===== config.mk =====
export PLATFORM = sky130hd
export DESIGN_NAME = sync_fifo_prog_flat
export DESIGN_NICKNAME = d
export VERILOG_FILES = /design/src/rtl/sync_fifo_prog_if.sv /design/src/rtl/sync_fifo_prog.sv /design/src/flat_wrapper.sv
export SDC_FILE = /design/constraint.sdc
export NUM_CORES = 1
export LEC_CHECK = 0
export ABC_AREA = 1
export ABC_CLOCK_PERIOD_IN_PS = 3400
export CAP_MARGIN = 20
export CORE_UTILIZATION = 50
export DETAILED_ROUTE_END_ITERATION = 10
export GPL_ROUTABILITY_DRIVEN = 1
export PLACE_DENSITY = 0.65
export SETUP_SLACK_MARGIN = 0.5
export SLEW_MARGIN = 20
export SYNTH_ARGS = -nofsm -noshare
export SYNTH_HDL_FRONTEND = slang
export SYNTH_SLANG_ARGS = --single-unit

===== constraint.sdc =====
create_clock -name clk -period 3.4 [get_ports clk]
set_input_delay 0.68 -clock clk [delete_from_list [all_inputs] [get_ports clk]]
set_output_delay 0.68 -clock clk [all_outputs]
set_load 0.05 [all_outputs]

===== src/rtl/sync_fifo_prog_if.sv =====
// rtl/sync_fifo_prog_if.sv - handshake, status and interrupt bundle for sync_fifo_prog
interface sync_fifo_prog_if #(
  parameter int WIDTH = 16,
  parameter int DEPTH = 16
);
  localparam int CW = $clog2(DEPTH) + 1;

  logic             wr_en;
  logic [WIDTH-1:0] data_in;
  logic             rd_en;
  logic [WIDTH-1:0] data_out;
  logic             full;
  logic             empty;
  logic             almost_full;
  logic             almost_empty;
  logic [CW-1:0]    count;
  logic             overflow;
  logic             underflow;
  logic [2:0]       irq_mask;
  logic [2:0]       irq_clr;
  logic [2:0]       irq_status;
  logic             interrupt;

  modport master (
    output wr_en, data_in, rd_en, irq_mask, irq_clr,
    input  data_out, full, empty, almost_full, almost_empty, count,
           overflow, underflow, irq_status, interrupt
  );

  modport slave (
    input  wr_en, data_in, rd_en, irq_mask, irq_clr,
    output data_out, full, empty, almost_full, almost_empty, count,
           overflow, underflow, irq_status, interrupt
  );
endinterface


===== src/rtl/sync_fifo_prog.sv =====
// rtl/sync_fifo_prog.sv - synchronous FIFO with programmable thresholds and sticky interrupts
module sync_fifo_prog #(
  parameter int WIDTH    = 16,
  parameter int DEPTH    = 16,
  parameter int AF_LEVEL = DEPTH - 2,
  parameter int AE_LEVEL = 2
) (
  input logic           clk,
  input logic           rst,
  sync_fifo_prog_if.slave bus
);
  localparam int AW = $clog2(DEPTH);
  localparam int CW = AW + 1;
  localparam logic [CW-1:0] DEPTH_C = CW'(DEPTH);
  localparam logic [CW-1:0] AF_C    = CW'(AF_LEVEL);
  localparam logic [CW-1:0] AE_C    = CW'(AE_LEVEL);

  logic [WIDTH-1:0] mem [DEPTH];
  logic [AW-1:0]    wr_ptr;
  logic [AW-1:0]    rd_ptr;
  logic [CW-1:0]    count;
  logic [CW-1:0]    count_next;
  logic [WIDTH-1:0] data_out;
  logic             full;
  logic             empty;
  logic             almost_full;
  logic             almost_empty;
  logic             overflow;
  logic             underflow;
  logic [2:0]       irq_status;
  logic             rd_ok;
  logic             wr_ok;
  logic             af_next;
  logic             ovf_next;
  logic             unf_next;
  logic [2:0]       irq_set;

  // A read frees a slot in the same cycle, so a full FIFO still accepts a paired write.
  always_comb begin
    rd_ok      = bus.rd_en && !empty;
    wr_ok      = bus.wr_en && (!full || rd_ok);
    count_next = count + {{(CW-1){1'b0}}, wr_ok} - {{(CW-1){1'b0}}, rd_ok};
    af_next    = (count_next >= AF_C);
    ovf_next   = bus.wr_en && !wr_ok;
    unf_next   = bus.rd_en && !rd_ok;
    irq_set    = {af_next && !almost_full, unf_next, ovf_next};
  end

  always_ff @(posedge clk) begin
    if (wr_ok) begin
      mem[wr_ptr] <= bus.data_in;
    end
  end

  always_ff @(posedge clk) begin
    if (rst) begin
      wr_ptr       <= '0;
      rd_ptr       <= '0;
      count        <= '0;
      data_out     <= '0;
      full         <= 1'b0;
      empty        <= 1'b1;
      almost_full  <= 1'b0;
      almost_empty <= 1'b1;
      overflow     <= 1'b0;
      underflow    <= 1'b0;
      irq_status   <= '0;
    end else begin
      if (wr_ok) begin
        wr_ptr <= wr_ptr + AW'(1);
      end
      if (rd_ok) begin
        rd_ptr   <= rd_ptr + AW'(1);
        data_out <= mem[rd_ptr];
      end
      count        <= count_next;
      full         <= (count_next == DEPTH_C);
      empty        <= (count_next == '0);
      almost_full  <= af_next;
      almost_empty <= (count_next <= AE_C);
      overflow     <= ovf_next;
      underflow    <= unf_next;
      // Set takes priority over a same-cycle clear.
      irq_status   <= (irq_status & ~bus.irq_clr) | irq_set;
    end
  end

  assign bus.data_out     = data_out;
  assign bus.full         = full;
  assign bus.empty        = empty;
  assign bus.almost_full  = almost_full;
  assign bus.almost_empty = almost_empty;
  assign bus.count        = count;
  assign bus.overflow     = overflow;
  assign bus.underflow    = underflow;
  assign bus.irq_status   = irq_status;
  assign bus.interrupt    = |(irq_status & bus.irq_mask);
endmodule


===== src/flat_wrapper.sv =====
// flat-port wrapper written by rule: the top's interface ports become plain ports
module sync_fifo_prog_flat 
#(
  parameter int WIDTH    = 16,
  parameter int DEPTH    = 16,
  parameter int AF_LEVEL = DEPTH - 2,
  parameter int AE_LEVEL = 2
)
  (clk, rst, bus_wr_en, bus_data_in, bus_rd_en, bus_irq_mask, bus_irq_clr, bus_data_out, bus_full, bus_empty, bus_almost_full, bus_almost_empty, bus_count, bus_overflow, bus_underflow, bus_irq_status, bus_interrupt);
  sync_fifo_prog_if #(.WIDTH(WIDTH), .DEPTH(DEPTH)) bus_i ();
  input logic clk;
  input logic rst;
  input wire logic [$bits(bus_i.wr_en)-1:0] bus_wr_en;
  input wire logic [$bits(bus_i.data_in)-1:0] bus_data_in;
  input wire logic [$bits(bus_i.rd_en)-1:0] bus_rd_en;
  input wire logic [$bits(bus_i.irq_mask)-1:0] bus_irq_mask;
  input wire logic [$bits(bus_i.irq_clr)-1:0] bus_irq_clr;
  output wire logic [$bits(bus_i.data_out)-1:0] bus_data_out;
  output wire logic [$bits(bus_i.full)-1:0] bus_full;
  output wire logic [$bits(bus_i.empty)-1:0] bus_empty;
  output wire logic [$bits(bus_i.almost_full)-1:0] bus_almost_full;
  output wire logic [$bits(bus_i.almost_empty)-1:0] bus_almost_empty;
  output wire logic [$bits(bus_i.count)-1:0] bus_count;
  output wire logic [$bits(bus_i.overflow)-1:0] bus_overflow;
  output wire logic [$bits(bus_i.underflow)-1:0] bus_underflow;
  output wire logic [$bits(bus_i.irq_status)-1:0] bus_irq_status;
  output wire logic [$bits(bus_i.interrupt)-1:0] bus_interrupt;
  assign bus_i.wr_en = bus_wr_en;
  assign bus_i.data_in = bus_data_in;
  assign bus_i.rd_en = bus_rd_en;
  assign bus_i.irq_mask = bus_irq_mask;
  assign bus_i.irq_clr = bus_irq_clr;
  assign bus_data_out = bus_i.data_out;
  assign bus_full = bus_i.full;
  assign bus_empty = bus_i.empty;
  assign bus_almost_full = bus_i.almost_full;
  assign bus_almost_empty = bus_i.almost_empty;
  assign bus_count = bus_i.count;
  assign bus_overflow = bus_i.overflow;
  assign bus_underflow = bus_i.underflow;
  assign bus_irq_status = bus_i.irq_status;
  assign bus_interrupt = bus_i.interrupt;
  sync_fifo_prog #(.WIDTH(WIDTH), .DEPTH(DEPTH), .AF_LEVEL(AF_LEVEL), .AE_LEVEL(AE_LEVEL)) u_core (.clk(clk), .rst(rst), .bus(bus_i));
endmodule

==> flow_summary.rst, run 1 <==
.. list-table::
   :header-rows: 1

   * - Metric
     - Value
   * - Result of the run
     - complete, no violations
   * - First-iteration detailed-routing DRC count
     - 869
   * - Fraction of the cycle the final worst path needs
     - 80.53%
   * - Number of synthesized flops with an enable pin
     - 256
   * - Data arrival time of the critical path
     - 2060 ps
   * - Top library cells by usage in the layout, fill and taps aside
     - nand2_1 (365), edfxtp_1 (256), nand3_1 (215)
   * - Critical-path maximum fanout
     - 1
   * - Net total in the final layout
     - 1,171
   * - DR DRC count
     - 0
   * - Max Buffers Root-to-Sink
     - 3
   * - Synthesized flop and latch total
     - 294
   * - Area Growth Syn to Fin
     - 15.85%
   * - GRT Resource Usage Total
     - 22.74%
   * - Standby leakage power
     - 5.145 nW
   * - Largest cells by area after synthesis
     - edfxtp_1 (65%), nand2_1 (12%), nand3_1 (9.1%)
   * - Pins Over Slew Limit
     - 0
   * - Number of buffers created by CTS
     - 30
   * - Maximum capacitance violations
     - 0
   * - Final hold violation count
     - 0
   * - Slowest cell on crit path
     - clkdlybuf4s50_1
   * - Post-synth net total
     - 1,111
   * - Total power consumption of the routed design
     - 0.008926 W
   * - Post-CTS Resized
     - 0
   * - Clock slew at the register clock pins of the worst setup and hold paths
     - 60 ps
   * - Share of flip-flops with an asynchronous set or reset after synthesis
     - 0%
   * - Number of clock sinks
     - 294
   * - Setup repair after global routing missed its margin
     - false
   * - Worst Setup Path Type
     - in2out
   * - Slew margin rel.
     - 45.24%
   * - Mapped Area
     - 0.01186 sq mm
   * - Post-synthesis area per instance
     - 11.04 sq um
   * - Share of the synthesized area in the top cell type
     - 64.82%
   * - Final std cell area, no fill
     - 0.01374 sq mm
   * - Final GP Congestion
     - 0.8706
   * - Worst-case vdd ir drop
     - 0.3573 mV
   * - Setup TNS Final
     - 0 ps
   * - Average wire length per cell after detail routing
     - 18.36 um
   * - Fraction of final layout cells with drive strength greater than 1
     - 7.952%
   * - CTS H-Tree Depth
     - 1
   * - Endpoint of the worst hold-timing path
     - u_core.bus.irq_status[2]
   * - Logic depth of the worst register-to-register path
     - 13
   * - Site Rows
     - 55
   * - Filler-free cell count of the finished design
     - 1,470
   * - Portion of the post-synthesis area used by sequential elements
     - 71.23%
   * - Biggest area consumer among synthesized cells
     - edfxtp_1
   * - Detailed-routing iteration count for the pre-antenna-repair pass
     - 5
   * - Antenna violation net count after detailed routing
     - 0
   * - Leading cell type in the layout, fill and taps excluded
     - nand2_1
   * - Detailed-placement wirelength estimate
     - 16,710 um
   * - Min Hold Slack
     - 465.7 ps
   * - Crit path cell chain
     - clkdlybuf4s50_1 -> nand2_1 -> nand3_1 -> clkdlybuf4s50_1
   * - FF-to-FF End
     - u_core.bus.irq_status[2]
   * - Effective utilization at floorplan
     - 51.76%
   * - Area inside the core boundary
     - 0.02292 sq mm
   * - Vias in the first global route
     - 7,463
   * - Minimum clock period after layout
     - 2738 ps
   * - Most used cell, CP
     - clkdlybuf4s50_1
   * - Largest net degree at the start of global routing
     - 130
   * - Worst hold path depth
     - 3
   * - Library cells used by synthesis
     - 23
   * - Sort of element at the start of the critical path
     - input pin
   * - Top FF cell, synth
     - edfxtp_1
   * - Final wirelength
     - 26,990 um
   * - Number of cells in the design after placement
     - 1,415
   * - Achievable clock frequency
     - 0.3652 GHz
   * - Synthesis Warnings
     - 0
   * - Antenna cell count
     - 0
   * - Required time of the critical path
     - 2720 ps
   * - Reg2reg start
     - u_core.bus.empty
   * - Width of the die
     - 156.0 um
   * - Total congestion overflow after global routing
     - 0
   * - Clock skew after layout
     - 11.87 ps
   * - Clock latency at the later pin of the worst-skew pair
     - 560 ps
   * - Avg Vias per Cell
     - 5.341
   * - Hold path start
     - u_core.bus.almost_full
   * - Vertical die dimension
     - 156.0 um
   * - Global-route wire length before repair
     - 41,490 um
   * - Hold/Removal Path Class
     - reg2reg
   * - Tightest Pin Transition
     - 821.3 ps
   * - Final Setup Violations
     - 0
   * - Post-CTS setup buffer count
     - 0
   * - Antenna violations before repair
     - 0
   * - CTS tree
     - yes
   * - Internal reg-to-reg setup slack
     - 1030 ps
   * - Cts hold-fix bufs
     - 0
   * - Root buffer selected by CTS
     - clkbuf_16
   * - Area enclosed by the die boundary
     - 0.02434 sq mm
   * - CP peak stage delay
     - 800 ps
   * - # port buffers
     - 56
   * - CP Capture Type
     - output pin
   * - Ratio of total power to cell area
     - 649.7 mW/mm^2
   * - DR vias
     - 7,852
   * - Gate count of the mapped netlist
     - 1,074
   * - Cell area after placement
     - 0.01284 sq mm
   * - Ports placed on the boundary
     - 57
## layer usage
layer  up-vias  part of all wire, %  global-route usage, %
met1      3717                   44                  32.62
met2       299                   47                  36.50
met3        45                  7.3                  2.861
li1       3791                    -                      -
met4         0                  2.4                  6.583
met5         -                    0                      0
## state kept, by name, indices dropped and copies added, names as in the netlist
signal / count
u_core.wr_ptr: 4
u_core.bus.almost_full: 1
u_core.bus.data_out: 16
u_core.bus.empty: 1
u_core.rd_ptr: 4
u_core.bus.count: 5
u_core.bus.overflow: 1
u_core.bus.almost_empty: 1
u_core.bus.underflow: 1
u_core.mem: 256
u_core.bus.full: 1
u_core.bus.irq_status: 3
## worst max-delay path by stage
| stage | end | start | slack [ps] | depth (start not counted) |
|---|---|---|---|---|
| global route | u_core.bus.irq_status[2] | bus_rd_en | 610 | 14 |
| detailed placement | u_core.bus.irq_status[2] | bus_rd_en | 320 | 13 |
| CTS | bus_interrupt | bus_irq_mask[1] | 660 | 4 |
| floorplan | u_core.bus.irq_status[2] | u_core.bus.empty | 560 | 14 |
| global placement | u_core.bus.irq_status[2] | bus_rd_en | 340 | 13 |
| finish | bus_interrupt | bus_irq_mask[1] | 660 | 4 |
## cells by family after synthesis
kind of cell	share of synthesized area (%)
flip-flops	71.23
XOR/XNOR	0.2216
AND/OR/NAND/NOR	22.86
buffers and inverters	3.724
adder cells (fa/ha/maj)	1.224
AO/OA/AOI/OAI	0.7385
## metrics by stage
stage               utilization, %  setup slack (ps)
finish                       59.96             662.0
global route                 59.96             614.5
CTS                          59.96             657.7
detailed placement           56.03             315.5
global placement             56.03             336.8
floorplan                        -             562.0
## cells in the mapped netlist (4+ instances only)
library cell,count
a21oi_1,10
buf_1,5
buf_2,38
clkbuf_1,14
dfxtp_1,38
edfxtp_1,256
ha_1,10
inv_1,40
nand2_1,365
nand3_1,215
nand4_1,4
nor2_1,59
o21ai_0,6
## power by group
group / switching (W) / internal [W] / total [W]
logic: 0.00122 / 0.000537 / 0.00176
clock network: 0.00131 / 0.00169 / 0.00300
registers: 0.0000827 / 0.00409 / 0.00417
## final cells by class
class	count	area (sq um)
Fill cell	1868	9176
Sequential cell	294	8453
Multi-Input combinational cell	677	3010
Timing Repair Buffer	87	818.3
Clock buffer	36	773.2
Tap cell	313	391.6
Inverter	44	166.4
Clock inverter	19	126.4
## worst max-delay path: cells and delay by family
kind                   cells  cell delay, ps
AND/OR/NAND/NOR            2             130
buffers and inverters      2            1250
No activity file was read; power rests on OpenSTA's default activity.
==> run 2: changes to the inputs <==
- ABC_CLOCK_PERIOD_IN_PS: 3400 -> 2300
- PLACE_DENSITY: 0.65 -> 0.68
- clock period: 3.4 -> 2.3 ns (I/O delays scaled with it)
==> run 2 against run 1 <==
  * Cell count up 1.3%
  * Die area did not move
  * Total power up 53%
  * Utilization up 2.7 points
  * Global-route usage grew 0.095 points
  * Flip-flop and latch count stayed put
  * Sequential share of layout area fell by 2.6 points
  * Via count is 0.69% higher
  * Highest routed layer unchanged
==> flow_summary.rst, run 2 (same netlist as run 1, synthesis figures left out) <==
.. list-table::
   :header-rows: 1

   * - Metric
     - Value
   * - Result of the run
     - complete, no violations
   * - Clock slew at the register clock pins of the worst setup and hold paths
     - 60 ps (about the same)
   * - DR DRC count
     - 0 (unchanged)
   * - Antenna violation net count after detailed routing
     - 0 (unchanged)
   * - Area Growth Syn to Fin
     - 21.00%
   * - Fraction of the cycle the final worst path needs
     - 89.06%
   * - Tightest Pin Transition
     - 764.9 ps (-56.45 ps)
   * - Width of the die
     - 156.0 um (unchanged)
   * - Effective utilization at floorplan
     - 51.76% (unchanged)
   * - First-iteration detailed-routing DRC count
     - 637 (-27%)
   * - Total congestion overflow after global routing
     - 0 (unchanged)
   * - Final GP Congestion
     - 0.7958 (-8.6%)
   * - CTS H-Tree Depth
     - 1 (unchanged)
   * - Clock skew after layout
     - 12.39 ps (+0.5144 ps)
   * - Final wirelength
     - 27,020 um (+0.12%)
   * - Standby leakage power
     - 5.353 nW (+4.1%)
   * - Registers with the most flip-flops
     - u_core.mem (256), u_core.bus.data_out (16), u_core.bus.count (5)
   * - Data arrival time of the critical path
     - 2490 ps (+430 ps)
   * - Switching share of power
     - 29.54% (+0.30 points)
   * - Vias in the first global route
     - 7,542 (+1.1%)
   * - Clock latency at the later pin of the worst-skew pair
     - 550 ps (about the same)
   * - Top library cells by usage in the layout, fill and taps aside
     - nand2_1 (359), edfxtp_1 (256), nand3_1 (214)
   * - Fraction of final layout cells with drive strength greater than 1
     - 13.44% (+5.5 points)
   * - Largest Register
     - u_core.mem
   * - Number of clock sinks
     - 294 (unchanged)
   * - Sequential group share of total power
     - 45.3% (-1.5 points)
   * - Achievable clock frequency
     - 0.4882 GHz
   * - Worst Setup Path Type
     - reg2reg
   * - Avg Vias per Cell
     - 5.310 (-0.60%)
   * - Total power consumption of the routed design
     - 0.01362 W (+53%)
   * - CP Capture Type
     - register
   * - Filler cells
     - 1,790 (-4.2%)
   * - Area enclosed by the die boundary
     - 0.02434 sq mm (unchanged)
   * - Global-route wire length before repair
     - 41,880 um (+0.95%)
   * - Number of buffers created by CTS
     - 30 (unchanged)
   * - Leading cell type in the layout, fill and taps excluded
     - nand2_1
   * - Antenna cell count
     - 0 (unchanged)
   * - Met1 wire length
     - 11,580 um (-1.6%)
   * - CTS tree
     - yes
   * - Area inside the core boundary
     - 0.02292 sq mm (unchanged)
   * - Combinational fraction of design power
     - 22.4% (+2.7 points)
   * - Root buffer selected by CTS
     - clkbuf_16
   * - Net total in the final layout
     - 1,191 (+1.7%)
   * - Flip-flop count of the largest register after layout
     - 256 (unchanged)
   * - Cts hold-fix bufs
     - 0 (unchanged)
   * - Detailed-placement wirelength estimate
     - 16,570 um (-0.84%)
   * - Hold/Removal Path Class
     - in2reg
   * - Pins Over Slew Limit
     - 0 (unchanged)
   * - Ratio of total power to cell area
     - 948.7 mW/mm^2 (+46%)
   * - Minimum clock period after layout
     - 2048 ps
   * - Slew margin rel.
     - 48.85% (+3.6 points)
   * - Pint
     - 0.009593 W (+52%)
   * - Detailed-routing iteration count for the pre-antenna-repair pass
     - 5 (unchanged)
   * - Required time of the critical path
     - 2740 ps (+20 ps)
   * - Vertical die dimension
     - 156.0 um (unchanged)
   * - DR vias
     - 7,906 (+0.69%)
   * - Met2 wire len
     - 13,250 um (+5.1%)
   * - Max Buffers Root-to-Sink
     - 3 (unchanged)
   * - Worst-case vdd ir drop
     - 0.6644 mV (+86%)
   * - Setup repair after global routing missed its margin
     - true
   * - Switch Pwr
     - 0.004023 W (+54%)
   * - Antenna violations before repair
     - 0 (unchanged)
   * - Power share of the clock group
     - 32.3% (-1.3 points)
   * - Final hold violation count
     - 0 (unchanged)
   * - Sort of element at the start of the critical path
     - register
   * - Average wire length per cell after detail routing
     - 18.15 um (-1.2%)
   * - # port buffers
     - 56 (unchanged)
   * - Largest net degree at the start of global routing
     - 108 (-17%)
   * - GRT Resource Usage Total
     - 22.83% (+0.095 points)
   * - Critical-path maximum fanout
     - 3 (+2)
   * - Site Rows
     - 55 (unchanged)
   * - Setup TNS Final
     - 0 ps (unchanged)
   * - Top metal layer carrying routed signals
     - met4
   * - Ports placed on the boundary
     - 57 (unchanged)
   * - Maximum capacitance violations
     - 0 (unchanged)
   * - Final Setup Violations
     - 0 (unchanged)
   * - DR WL met3
     - 1742 um (-12%)
-- run 2: changes by cell type in the layout (fill, tap and decap cells not counted), sizes merged, moves of 2 or more --
| cell | before | now |
|---|---|---|
| clkdlybuf4s50 | 56 | 24 |
| clkdlybuf4s15 | 0 | 25 |
| buf | 31 | 52 |
| clkbuf | 36 | 38 |
| clkinv | 19 | 17 |
| dlygate4sd2 | 0 | 2 |
-- run 2: layer usage --
metal | track usage (%) | up-vias
li1 | - | 3837
met4 | 5.696 | 0
met2 | 38.22 | 282
met5 | 0 | -
met1 | 31.74 | 3755
met3 | 2.833 | 32
-- run 2: layout make-up --
type	count	area, sq um	share of cell area [%]
Clock buffer	36	773.2	5.388
Clock inverter	18	125.1	0.8718
Sequential cell	294	8457	58.93
Inverter	44	176.4	1.229
Multi-Input combinational cell	677	3146	21.92
Tap cell	313	391.6	2.729
Timing Repair Buffer	107	1282	8.936
-- run 2: repair_timing --
item                                    in CTS  in global routing
endpoints found under the setup margin      37                186
cloned                                       0                  1
setup buffers                                1                  1
resized for setup                           91                 15
pin swaps                                    3                  3
endpoints found under the hold margin        0                  0
-- run 2: critical path, stage by stage (launching register included) --
cell	delay, ps
dfxtp_4	360
inv_4	30
nand2_4	80
clkinv_4	60
ha_4	250
inv_2	40
ha_4	150
fa_2	370
nand3_2	80
nand2_2	70
xor2_2	160
nand2_2	120
nand2_2	70
nand2_2	60
nand2_1	40
-- run 2: final timing paths --
check                                       startpoint                        to  slack (ps)  cells after the start
worst min register to register  u_core.bus.almost_full  u_core.bus.irq_status[2]         470                      3
worst max register to register        u_core.bus.empty  u_core.bus.irq_status[2]         250                     14
worst max-delay path                  u_core.bus.empty  u_core.bus.irq_status[2]         250                     14
worst min-delay path                         bus_rd_en      u_core.bus.underflow         240                      3
-- run 2: power by group through the flow --
stage | Sequential (W) | Clock, W | Combinational (W)
2_1_floorplan | 0.00667 | 0 | 0.00145
4_1_cts | 0.00616 | 0.00449 | 0.00297
5_1_grt | 0.00619 | 0.00472 | 0.00335
3_5_place_dp | 0.00628 | 0 | 0.00292
6_report | 0.00617 | 0.00440 | 0.00305
3_3_place_gp | 0.00627 | 0 | 0.00287
-- run 2: per-stage QoR --
stage | util [%] | instances | area [sq um] | hold slack [ps] | worst slack (ps)
6_report | 62.63 | 1489 | 14350 | 243.2 | 251.6
5_1_grt | 62.63 | 1489 | 14350 | 251.7 | 122.3
2_1_floorplan | - | 1074 | 12020 | 478.2 | 83.25
4_1_cts | 62.38 | 1487 | 14300 | 462.3 | 272.9
3_5_place_dp | 58.20 | 1432 | 13340 | 448.7 | -288.1
3_3_place_gp | 58.20 | 1432 | 13340 | 456.7 | -259.5
==> run 3: changes to the inputs <==
- SLEW_MARGIN: 20 -> unset
==> results of run 3 <==
The final DEF is identical to that of run 2; final timing and power are the same.
